### config.mk
export PLATFORM = sky130hd
export DESIGN_NAME = hazard_ctrl_param
export DESIGN_NICKNAME = d
export VERILOG_FILES = /design/src/rtl/pipe_ctrl_pkg.sv /design/src/rtl/dst_track_pipe.sv /design/src/rtl/hazard_ctrl_param.sv
export SDC_FILE = /design/constraint.sdc
export NUM_CORES = 1
export LEC_CHECK = 0
export ABC_AREA = 1
export ABC_CLOCK_PERIOD_IN_PS = 2300
export BUFFER_PORTS_ARGS = -buffer_cell sky130_fd_sc_hd__buf_2
export CORE_MARGIN = 4
export CORE_UTILIZATION = 45
export CTS_CLUSTER_SIZE = 10
export DETAILED_ROUTE_END_ITERATION = 12
export PLACE_DENSITY = 0.71
export SYNTH_ARGS = -nofsm -noshare
export SYNTH_HDL_FRONTEND = slang
export SYNTH_SLANG_ARGS = --single-unit
### constraint.sdc
create_clock -name i_clk -period 2.3 [get_ports i_clk]
set_clock_uncertainty 0.15 [all_clocks]
set_input_delay 0.46 -clock i_clk [delete_from_list [all_inputs] [get_ports i_clk]]
set_output_delay 0.46 -clock i_clk [all_outputs]
set_load 0.02 [all_outputs]
### src/rtl/pipe_ctrl_pkg.sv
// Shared types and defaults for the ID-stage hazard/bypass controller.
// Contents:
//   NREG_DEF/AW_DEF      default register count and address width
//   NBYP_DEF             default number of forwarding stages
//   FLUSH_D_DEF          default bubbles after a flow change
//   MC_LAT_DEF           default multi-cycle issue-to-writeback latency
//   trk_entry_t          in-flight destination tracker entry {v, we, dst, load}
package pipe_ctrl_pkg;

  localparam int unsigned NREG_DEF    = 16;
  localparam int unsigned AW_DEF      = $clog2(NREG_DEF);
  localparam int unsigned NBYP_DEF    = 2;
  localparam int unsigned FLUSH_D_DEF = 2;
  localparam int unsigned MC_LAT_DEF  = 3;

  // Tracker dst is sized for the widest register file we support (256 regs), so the
  // entry type stays fixed while NREG varies; narrower addresses are zero-extended.
  localparam int unsigned TRK_AW = 8;

  typedef struct packed {
    logic              v;
    logic              we;
    logic [TRK_AW-1:0] dst;
    logic              load;
  } trk_entry_t;

endpackage

### src/rtl/dst_track_pipe.sv
// In-flight destination tracker: an NBYP-deep shift pipe of issued instructions.
// Stage k holds the instruction k+1 stages ahead of ID. Shifts every cycle.
// Ports:
//   i_clk, i_rst         clock, async active-high reset
//   i_entry              entry loaded into stage 0 (bubble when v=0)
//   i_re0/i_re1          operand read enables
//   i_p0/i_p1            operand register addresses
//   o_head               stage 0 entry (used for load-use detection)
//   o_match0/o_match1    per-stage forwarding match for operand 0/1
module dst_track_pipe
  import pipe_ctrl_pkg::*;
#(
  parameter int unsigned NBYP = 2,
  parameter int unsigned AW   = 4
) (
  input  logic            i_clk,
  input  logic            i_rst,
  input  trk_entry_t      i_entry,
  input  logic            i_re0,
  input  logic            i_re1,
  input  logic [AW-1:0]   i_p0,
  input  logic [AW-1:0]   i_p1,
  output trk_entry_t      o_head,
  output logic [NBYP-1:0] o_match0,
  output logic [NBYP-1:0] o_match1
);

  trk_entry_t r_stage [NBYP];

  always_ff @(posedge i_clk or posedge i_rst) begin
    if (i_rst) begin
      for (int k = 0; k < NBYP; k++) r_stage[k] <= '0;
    end else begin
      r_stage[0] <= i_entry;
      for (int k = 1; k < NBYP; k++) r_stage[k] <= r_stage[k-1];
    end
  end

  assign o_head = r_stage[0];

  logic [TRK_AW-1:0] w_p0;
  logic [TRK_AW-1:0] w_p1;
  logic              w_prod;

  assign w_p0 = TRK_AW'(i_p0);
  assign w_p1 = TRK_AW'(i_p1);

  always_comb begin
    o_match0 = '0;
    o_match1 = '0;
    w_prod   = 1'b0;
    for (int k = 0; k < NBYP; k++) begin
      // Register 0 is hard zero and is never forwarded.
      w_prod      = r_stage[k].v & r_stage[k].we & (r_stage[k].dst != '0);
      o_match0[k] = w_prod & i_re0 & (r_stage[k].dst == w_p0);
      o_match1[k] = w_prod & i_re1 & (r_stage[k].dst == w_p1);
    end
  end

endmodule

### src/rtl/hazard_ctrl_param.sv
// ID-stage hazard/bypass controller. Detects load-use and multi-cycle scoreboard hazards,
// inserts flush bubbles after flow changes, produces registered one-hot bypass selects and
// handles a sticky halt with pipeline drain.
// Ports:
//   i_clk, i_rst                 clock, async active-high reset
//   i_id_valid                   instruction present in IM_ID
//   i_id_re0/1, i_id_p0/1        operand read enables and addresses
//   i_id_we, i_id_dst            register write enable and destination
//   i_id_load, i_id_mc, i_id_hlt load / multi-cycle / halt instruction flags
//   i_flow_change                taken branch/jump resolved in EX
//   o_stall_id                   hold IM_ID and PC
//   o_issue                      ID instruction advances into ID_EX
//   o_kill                       ID_EX loads a bubble
//   o_byp0/o_byp1                one-hot bypass select, bit k = producer k+1 stages ahead
//   o_mc_busy, o_mc_wb, o_mc_wb_dst  multi-cycle occupancy and writeback pulse
//   o_halted, o_drained          sticky halt and drain-complete flags
module hazard_ctrl_param
  import pipe_ctrl_pkg::*;
#(
  parameter  int unsigned NREG    = NREG_DEF,
  parameter  int unsigned NBYP    = NBYP_DEF,
  parameter  int unsigned FLUSH_D = FLUSH_D_DEF,
  parameter  int unsigned MC_LAT  = MC_LAT_DEF,
  localparam int unsigned AW      = $clog2(NREG)
) (
  input  logic            i_clk,
  input  logic            i_rst,
  input  logic            i_id_valid,
  input  logic            i_id_re0,
  input  logic            i_id_re1,
  input  logic [AW-1:0]   i_id_p0,
  input  logic [AW-1:0]   i_id_p1,
  input  logic            i_id_we,
  input  logic [AW-1:0]   i_id_dst,
  input  logic            i_id_load,
  input  logic            i_id_mc,
  input  logic            i_id_hlt,
  input  logic            i_flow_change,
  output logic            o_stall_id,
  output logic            o_issue,
  output logic            o_kill,
  output logic [NBYP-1:0] o_byp0,
  output logic [NBYP-1:0] o_byp1,
  output logic            o_mc_busy,
  output logic            o_mc_wb,
  output logic [AW-1:0]   o_mc_wb_dst,
  output logic            o_halted,
  output logic            o_drained
);

  localparam int unsigned FW = $clog2(FLUSH_D) + 1;
  localparam int unsigned CW = $clog2(MC_LAT) + 1;
  localparam int unsigned DW = $clog2(NBYP + 2);
  localparam logic [FW-1:0] FLUSH_LOAD = FW'(FLUSH_D - 1);
  localparam logic [CW-1:0] MC_LOAD    = CW'(MC_LAT - 1);
  localparam logic [DW-1:0] DRAIN_N    = DW'(NBYP + 1);

  logic [FW-1:0]   r_flush_cnt;
  logic [CW-1:0]   r_mc_cnt;
  logic [AW-1:0]   r_mc_dst;
  logic [NREG-1:0] r_sb;
  logic            r_halted;
  logic [DW-1:0]   r_drain_cnt;
  logic [NBYP-1:0] r_byp0;
  logic [NBYP-1:0] r_byp1;

  trk_entry_t      w_entry;
  trk_entry_t      w_head;
  logic [NBYP-1:0] w_m0;
  logic [NBYP-1:0] w_m1;
  logic [NBYP-1:0] w_byp0_nxt;
  logic [NBYP-1:0] w_byp1_nxt;
  logic [CW-1:0]   w_mc_cnt_d;
  logic [NREG-1:0] w_sb_d;
  logic            w_luh;
  logic            w_sbh;
  logic            w_hazard;
  logic            w_flushing;
  logic            w_kill;
  logic            w_issue;
  logic            w_mc_busy;
  logic            w_mc_wb;

  always_comb begin
    w_entry      = '0;
    w_entry.v    = w_issue;
    w_entry.we   = i_id_we;
    w_entry.dst  = TRK_AW'(i_id_dst);
    w_entry.load = i_id_load;
  end

  dst_track_pipe #(
    .NBYP (NBYP),
    .AW   (AW)
  ) u_track (
    .i_clk    (i_clk),
    .i_rst    (i_rst),
    .i_entry  (w_entry),
    .i_re0    (i_id_re0),
    .i_re1    (i_id_re1),
    .i_p0     (i_id_p0),
    .i_p1     (i_id_p1),
    .o_head   (w_head),
    .o_match0 (w_m0),
    .o_match1 (w_m1)
  );

  // Load result is only available after DM, so a consumer directly behind a load waits a cycle.
  assign w_luh = w_head.v & w_head.load & w_head.we & (w_head.dst != '0) &
                 ((i_id_re0 & (w_head.dst == TRK_AW'(i_id_p0))) |
                  (i_id_re1 & (w_head.dst == TRK_AW'(i_id_p1))));

  assign w_mc_busy = (r_mc_cnt != '0);
  assign w_mc_wb   = (r_mc_cnt == CW'(1));

  // A new multi-cycle op may only start in the writeback cycle of the previous one.
  assign w_sbh = (i_id_re0 & r_sb[i_id_p0]) | (i_id_re1 & r_sb[i_id_p1]) |
                 (i_id_we & r_sb[i_id_dst]) | (i_id_mc & w_mc_busy & (r_mc_cnt > CW'(1)));

  assign w_hazard   = i_id_valid & (w_luh | w_sbh);
  assign w_flushing = i_flow_change | (r_flush_cnt != '0);
  assign w_kill     = w_flushing | w_hazard | r_halted;
  assign w_issue    = i_id_valid & ~w_kill;

  // Flush beats stall: a stalled instruction behind a flow change is discarded, not held.
  assign o_stall_id = (~w_flushing & w_hazard) | r_halted;
  assign o_kill     = w_kill;
  assign o_issue    = w_issue;

  // Lowest stage (youngest producer) wins.
  always_comb begin
    w_byp0_nxt = '0;
    w_byp1_nxt = '0;
    for (int k = NBYP - 1; k >= 0; k--) begin
      if (w_m0[k]) begin
        w_byp0_nxt    = '0;
        w_byp0_nxt[k] = 1'b1;
      end
      if (w_m1[k]) begin
        w_byp1_nxt    = '0;
        w_byp1_nxt[k] = 1'b1;
      end
    end
  end

  always_comb begin
    w_mc_cnt_d = r_mc_cnt;
    if (w_issue & i_id_mc) begin
      w_mc_cnt_d = MC_LOAD;
    end else if (w_mc_busy) begin
      w_mc_cnt_d = r_mc_cnt - CW'(1);
    end
  end

  // Set after clear so a back-to-back op to the same register keeps its bit.
  always_comb begin
    w_sb_d = r_sb;
    if (w_mc_wb) w_sb_d[r_mc_dst] = 1'b0;
    if (w_issue & i_id_mc & (i_id_dst != '0)) w_sb_d[i_id_dst] = 1'b1;
  end

  always_ff @(posedge i_clk or posedge i_rst) begin
    if (i_rst) begin
      r_flush_cnt <= '0;
      r_mc_cnt    <= '0;
      r_mc_dst    <= '0;
      r_sb        <= '0;
      r_halted    <= 1'b0;
      r_drain_cnt <= '0;
      r_byp0      <= '0;
      r_byp1      <= '0;
    end else begin
      if (i_flow_change) begin
        r_flush_cnt <= FLUSH_LOAD;
      end else if (r_flush_cnt != '0) begin
        r_flush_cnt <= r_flush_cnt - FW'(1);
      end
      r_mc_cnt <= w_mc_cnt_d;
      if (w_issue & i_id_mc) r_mc_dst <= i_id_dst;
      r_sb <= w_sb_d;
      if (w_issue & i_id_hlt) r_halted <= 1'b1;
      if (r_halted && (r_drain_cnt != DRAIN_N)) r_drain_cnt <= r_drain_cnt + DW'(1);
      r_byp0 <= w_issue ? w_byp0_nxt : '0;
      r_byp1 <= w_issue ? w_byp1_nxt : '0;
    end
  end

  assign o_byp0      = r_byp0;
  assign o_byp1      = r_byp1;
  assign o_mc_busy   = w_mc_busy;
  assign o_mc_wb     = w_mc_wb;
  assign o_mc_wb_dst = w_mc_wb ? r_mc_dst : '0;
  assign o_halted    = r_halted;
  assign o_drained   = (r_drain_cnt == DRAIN_N);

endmodule

==> results.ini, run 1 <==
[status]
outcome = finished, violations left
failed_checks = negative setup slack

[drt]
ant_nets = 0
drt_wl_total_microns = 7070
vias_per_cell = 5.20
wl_per_cell_microns = 13.9
drt_iter0_markers = 150
drtPass1Iterations = 4
via_count = 2641
remaining_drc_errors = 0

[synth]
synth_cell_types = 28
avgSynthCellArea_sq_um = 7.28
async_reset_ff_share_pct = 100
synth_edf_count = 0
yosysSeqAreaShare_pct = 42.6
syn-instance-count = 363
synthTopCellsByArea = dfrtp_1, nand2_1, nand3_1
yosysMostFrequentCell = nand2_1
synth_commonest_cells = nand2_1, inv_1, dfrtp_1
synth-xor-area-share_pct = 3.32
synth_top_area_share_pct = 42.6
synth_compound_area_share_pct = 10.8
synthesis.area_sq_um = 2640
ys_ff_latch = 45
yosys-mux-area-fraction_pct = 0.426
synth_top_area_cell = dfrtp_1
synth_nets = 390
synth-adder-area-share_pct = 2.37
synth_top_family_by_area = simple AND/OR/NAND/NOR gates
ys_warn_count = 0
synthFlopType = dfrtp_1
synthSimpleGateAreaFrac_pct = 30.8

[sta]
min_period_over_period_pct = 109
hold_viol = 0
setup_tns_ns = -0.505
min_period_ns = 2.52
slew_headroom_pct = 63.9
finalMaxSlewViolations = 0
rsz0062_at_grt = true
worst_slew_pin_slew_ns = 0.539
fmax_ghz = 0.397
finalWorstSetupSlack_ns = -0.217
setup_viol = 3

[critical_path]
cp.arrival_ns = 1.91
path_class = reg2out
cp_data_required_time_ns = 1.69
crit_path_end_kind = output pin
worstPathMaxFanout = 3
setup.worst_path.start_class = flop

[place]
post-place-ws_ns = -0.209
place.gp.congestion = 0.907
dp_hpwl_microns = 5440
portBuffers = 36

[pwr]
power.density_nw_per_um2 = 509
ir_drop_mv = 0.397
power.leakage_nw = 1.72

[cells_and_area]
nNetsFinal = 462
drive_gt1_share_pct = 24.1
antennaDiodeCount = 0
syn_to_final_growth_pct = 28.2

[floorplanning]
die_h_microns = 84.6
die_x_microns = 84.6
ios = 37
row_count = 27
initial_core_util_pct = 47.1
dieArea_sq_um = 7160
core_sq_um = 5610

[clocking]
cts-buffers-inserted = 5
htreeDepth = 2
cts_sinks = 45
clock_tree.root_cell = clkbuf_8
cts_buffer_depth = 2
insertion_delay_ns = 0.30
clkTransAtPathRegs_ns = 0.09
cts_tree = done

[global_route]
antenna_found_initial = 0
grt-ovfl-total = 0
grt_pass1_vias = 2587
track_usage_pct = 20.6
grt_pass1_wl_microns = 12100
grt_max_degree = 24

[flow_run]
maxCapViolations = 0

[min_path]
holdCritPathClass = in2reg

cells in the final DEF, fill, tap and decap left out, types with 4 or more instances in the layout:
| cell type | count |
|---|---|
| a21oi_1 | 7 |
| buf_2 | 31 |
| buf_4 | 35 |
| buf_6 | 4 |
| clkbuf_8 | 5 |
| dfrtp_1 | 45 |
| inv_1 | 41 |
| inv_2 | 7 |
| nand2_1 | 109 |
| nand3_1 | 40 |
| nor2_1 | 28 |
| o211ai_1 | 5 |
| o21ai_0 | 29 |
| xnor2_1 | 6 |
| xor2_1 | 4 |
routing by layer:
metal | routed length, microns | up-vias | global-route usage (%) | share of wire (%)
li1 | - | 1305 | - | -
met1 | 3050 | 1244 | 26.4 | 43
met2 | 3530 | 80 | 34.6 | 50
met3 | 387 | 12 | 3.93 | 5.5
met4 | 106 | 0 | 7.05 | 1.5
met5 | 0 | - | 0 | 0
kinds of logic after synthesis:
family / after synthesis
flops: 45
buf+inv: 58
fa+ha+maj: 5
xor+xnor: 10
mux: 1
simple gates: 192
compound gates: 52
worst max-delay path, stage by stage (launching register included):
cell and delay, ns:
dfrtp_1 0.44, inv_2 0.08, ha_4 0.17, nand2_4 0.08, nand3_4 0.08, a31oi_4 0.18
a21oi_2 0.05, nand2_2 0.07, nor2_4 0.04, nand2_1 0.07, nand2_2 0.06, o21ai_2 0.13
buf_6 0.13
timing repair:
item | CTS | global route
hold endpoints to repair | 12 | 0
pin swaps | 2 | 5
endpoints found under the setup margin | 3 | 14
hold buffers | 1 | 0
gates resized for setup | 20 | 14
buffers inserted | 6 | 3
metrics by stage:
stage	utilization (%)	hold slack, ns	cell area [sq um]	instances	total power [W]
floorplan	-	0.204	2650	363	0.00102
global placement	55.2	0.212	3100	492	0.00111
detailed placement	55.2	0.215	3100	492	0.00112
CTS	59.2	0.107	3320	507	0.00172
global route	60.4	0.103	3390	508	0.00181
finish	60.4	0.106	3390	508	0.00173
report_power, final:
part           leakage (nW)  switching, W  internal, W  total [W]
Combinational          1.17      0.000163     0.000110   0.000273
Sequential            0.492     0.0000256     0.000820   0.000846
Clock                0.0554      0.000279     0.000327   0.000606
cell type report:
cell class / instances / area, sq um
Timing Repair Buffer: 74 / 520
Inverter: 49 / 184
Multi-Input combinational cell: 260 / 1360
Sequential cell: 45 / 1130
Fill cell: 526 / 2220
Tap cell: 72 / 90.1
Clock buffer: 6 / 72.6
Clock inverter: 2 / 38.8
registers in the layout, indices dropped and copies added, names as in the netlist:
name	count
u_track.o_head	7
r_sb	16
r_mc_dst	4
o_halted	1
r_drain_cnt	2
r_flush_cnt	2
u_track.r_stage	6
r_mc_cnt	3
o_byp0	2
o_byp1	2
worst paths after layout:
kind | startpoint | end | slack [ns] | cells past startpoint
hold / removal | i_id_load | u_track.o_head[0]$_DFF_PP0_ | 0.11 | 1
min in group asynchronous | i_rst | r_mc_cnt[0]$_DFFE_PP0P_ | 0.51 | 3
setup reg to reg | r_mc_cnt[0]$_DFFE_PP0P_ | r_sb[2]$_DFF_PP0_ | 0.16 | 14
setup / recovery | r_mc_cnt[0]$_DFFE_PP0P_ | o_stall_id | -0.22 | 12
max in group asynchronous | i_rst | u_track.r_stage[3]$_DFF_PP0_ | 0.99 | 4
hold reg to reg | u_track.o_head[9]$_DFF_PP0_ | u_track.r_stage[9]$_DFF_PP0_ | 0.24 | 0
Note: power is estimated with default switching activity, not from simulation.
==> run 2: changes to the inputs <==
==> constraint.sdc (replaced) <==
create_clock -name i_clk -period 2.3 [get_ports i_clk]
set_clock_uncertainty 0.15 [all_clocks]
set_input_delay 0.23 -clock i_clk [delete_from_list [all_inputs] [get_ports i_clk]]
set_output_delay 0.23 -clock i_clk [all_outputs]
set_load 0.02 [all_outputs]
==> results.ini, run 2 (synthesis gave the netlist of run 1 again) <==
[cells_and_area]
antennaDiodeCount = 0
drive_gt1_share_pct = 19.2
top_register = r_sb
nNetsFinal = 442
fin_area_sq_um = 3180
syn_to_final_growth_pct = 20.3
final_common_cell = nand2_1
final_core_util_pct = 56.6
final_cell_mix = nand2_1, dfrtp_1, inv_1
largest_reg_flops = 16

[clocking]
clock_tree.root_cell = clkbuf_8
insertion_delay_ns = 0.30
cts_buffer_depth = 2
htreeDepth = 2
cts_sinks = 45
clkTransAtPathRegs_ns = 0.09
cts_tree = done
cts-buffers-inserted = 5

[place]
post-place-ws_ns = 0.131
postPlaceCellArea_sq_um = 2900
place.gp.congestion = 0.886
dp_hpwl_microns = 4950
portBuffers = 36

[critical_path]
setup.worst_path.start_class = flop
reg2reg_from = r_mc_cnt[1]$_DFFE_PP0P_
crit_path_end_kind = output pin
worstPathMaxFanout = 3
crit_start = r_mc_cnt[0]$_DFFE_PP0P_
cp_data_required_time_ns = 1.92
path_class = reg2out
cp.arrival_ns = 1.93

[floorplanning]
dieArea_sq_um = 7160
ios = 37
die_h_microns = 84.6
row_count = 27
core_sq_um = 5610
initial_core_util_pct = 47.1
die_x_microns = 84.6

[drt]
drt_wl_total_microns = 6690
vias_per_cell = 5.16
wl_per_cell_microns = 13.7
remaining_drc_errors = 0
ant_nets = 0
via_count = 2517
drtPass1Iterations = 5
drt_iter0_markers = 147

[pwr]
power.density_nw_per_um2 = 503
power.leakage_nw = 1.60
power_w = 0.00160
ir_drop_mv = 0.337

[global_route]
antenna_found_initial = 0
grt_pass1_vias = 2420
track_usage_pct = 19.3
grt_max_degree = 24
grt_pass1_wl_microns = 11300
grt-ovfl-total = 0

[sta]
setup_tns_ns = -0.00845
finalWorstSetupSlack_ns = -0.00845
hold_viol = 0
setup_viol = 1
min_period_ns = 2.31
slew_headroom_pct = 50.2
rsz0062_at_grt = true
finalMaxSlewViolations = 0
worst_slew_pin_slew_ns = 0.743
fmax_ghz = 0.433
min_period_over_period_pct = 100

[min_path]
holdCritPathClass = in2reg
hold_start = i_id_dst[0]

[status]
failed_checks = negative setup slack
outcome = finished, violations left

[flow_run]
maxCapViolations = 0

-- run 2: changes by cell type in the layout (fill, tap and decap cells not counted), moves of 2 or more --
cell	previous run	this run
buf_2	31	33
buf_4	35	10
buf_6	4	2
dlygate4sd3_1	1	8
nand2_1	109	106
nand2_2	3	7
-- run 2: final timing paths --
kind,cells past startpoint,slack [ns],to
min,1,0.06,u_track.o_head[1]$_DFF_PP0_
max in group asynchronous,4,1.06,u_track.r_stage[4]$_DFF_PP0_
max reg2reg,14,0.12,r_mc_dst[0]$_DFFE_PP0P_
max,11,-0.008,o_stall_id
min in group asynchronous,3,0.36,r_mc_cnt[1]$_DFFE_PP0P_
min reg2reg,0,0.24,u_track.r_stage[9]$_DFF_PP0_
-- run 2: final cells by class --
cell class,count,area (sq um)
fill,507,2430
multi-input combinational,260,1320
sequential,45,1130
timing repair buffer,54,363
inverter,49,184
tap,72,90.1
clock buffer,5,68.8
clock inverter,3,21.3
-- run 2: through the flow --
| stage | cells | hold slack (ns) |
|---|---|---|
| after detailed placement | 468 | 0.138 |
| after CTS | 484 | 0.000638 |
| after floorplan | 363 | 0.111 |
| final | 488 | 0.0588 |
| after global routing | 488 | 0.0519 |
| after global placement | 468 | 0.137 |
-- run 2: worst max-delay path, stage by stage (launching register included) --
cell	delay [ns]
dfrtp_1	0.42
ha_1	0.20
nand2_1	0.12
nand3_2	0.09
a31oi_2	0.19
a21oi_2	0.06
nand2_2	0.08
nor2_4	0.05
nand2_2	0.06
nand2_2	0.07
o21ai_2	0.16
buf_6	0.14
-- run 2: routing by layer --
| metal | wire, microns | vias up | GRT usage, % |
|---|---|---|---|
| met3 | 362 | 7 | 3.73 |
| met1 | 3090 | 1161 | 27.1 |
| met2 | 3150 | 80 | 30.2 |
| met4 | 85 | 0 | 6.04 |
| li1 | - | 1269 | - |
| met5 | 0 | - | 0 |
-- run 2: where the power goes --
group / internal, W / switching, W / total, W / leakage [nW]
clock network: 0.000216 / 0.000284 / 0.000500 / 0.0445
logic: 0.0000946 / 0.000159 / 0.000253 / 1.06
registers: 0.000820 / 0.0000252 / 0.000846 / 0.492
total: 0.00113 / 0.000468 / 0.00160 / 1.60
-- run 2: what timing repair did --
action                                 in CTS  in global routing
setup buffers                               1                  3
hold buffers                                7                  1
endpoints found under the hold margin      25                  1
resized for setup                           4                 24
pin swaps                                   2                  7
setup endpoints to repair                   3                 22
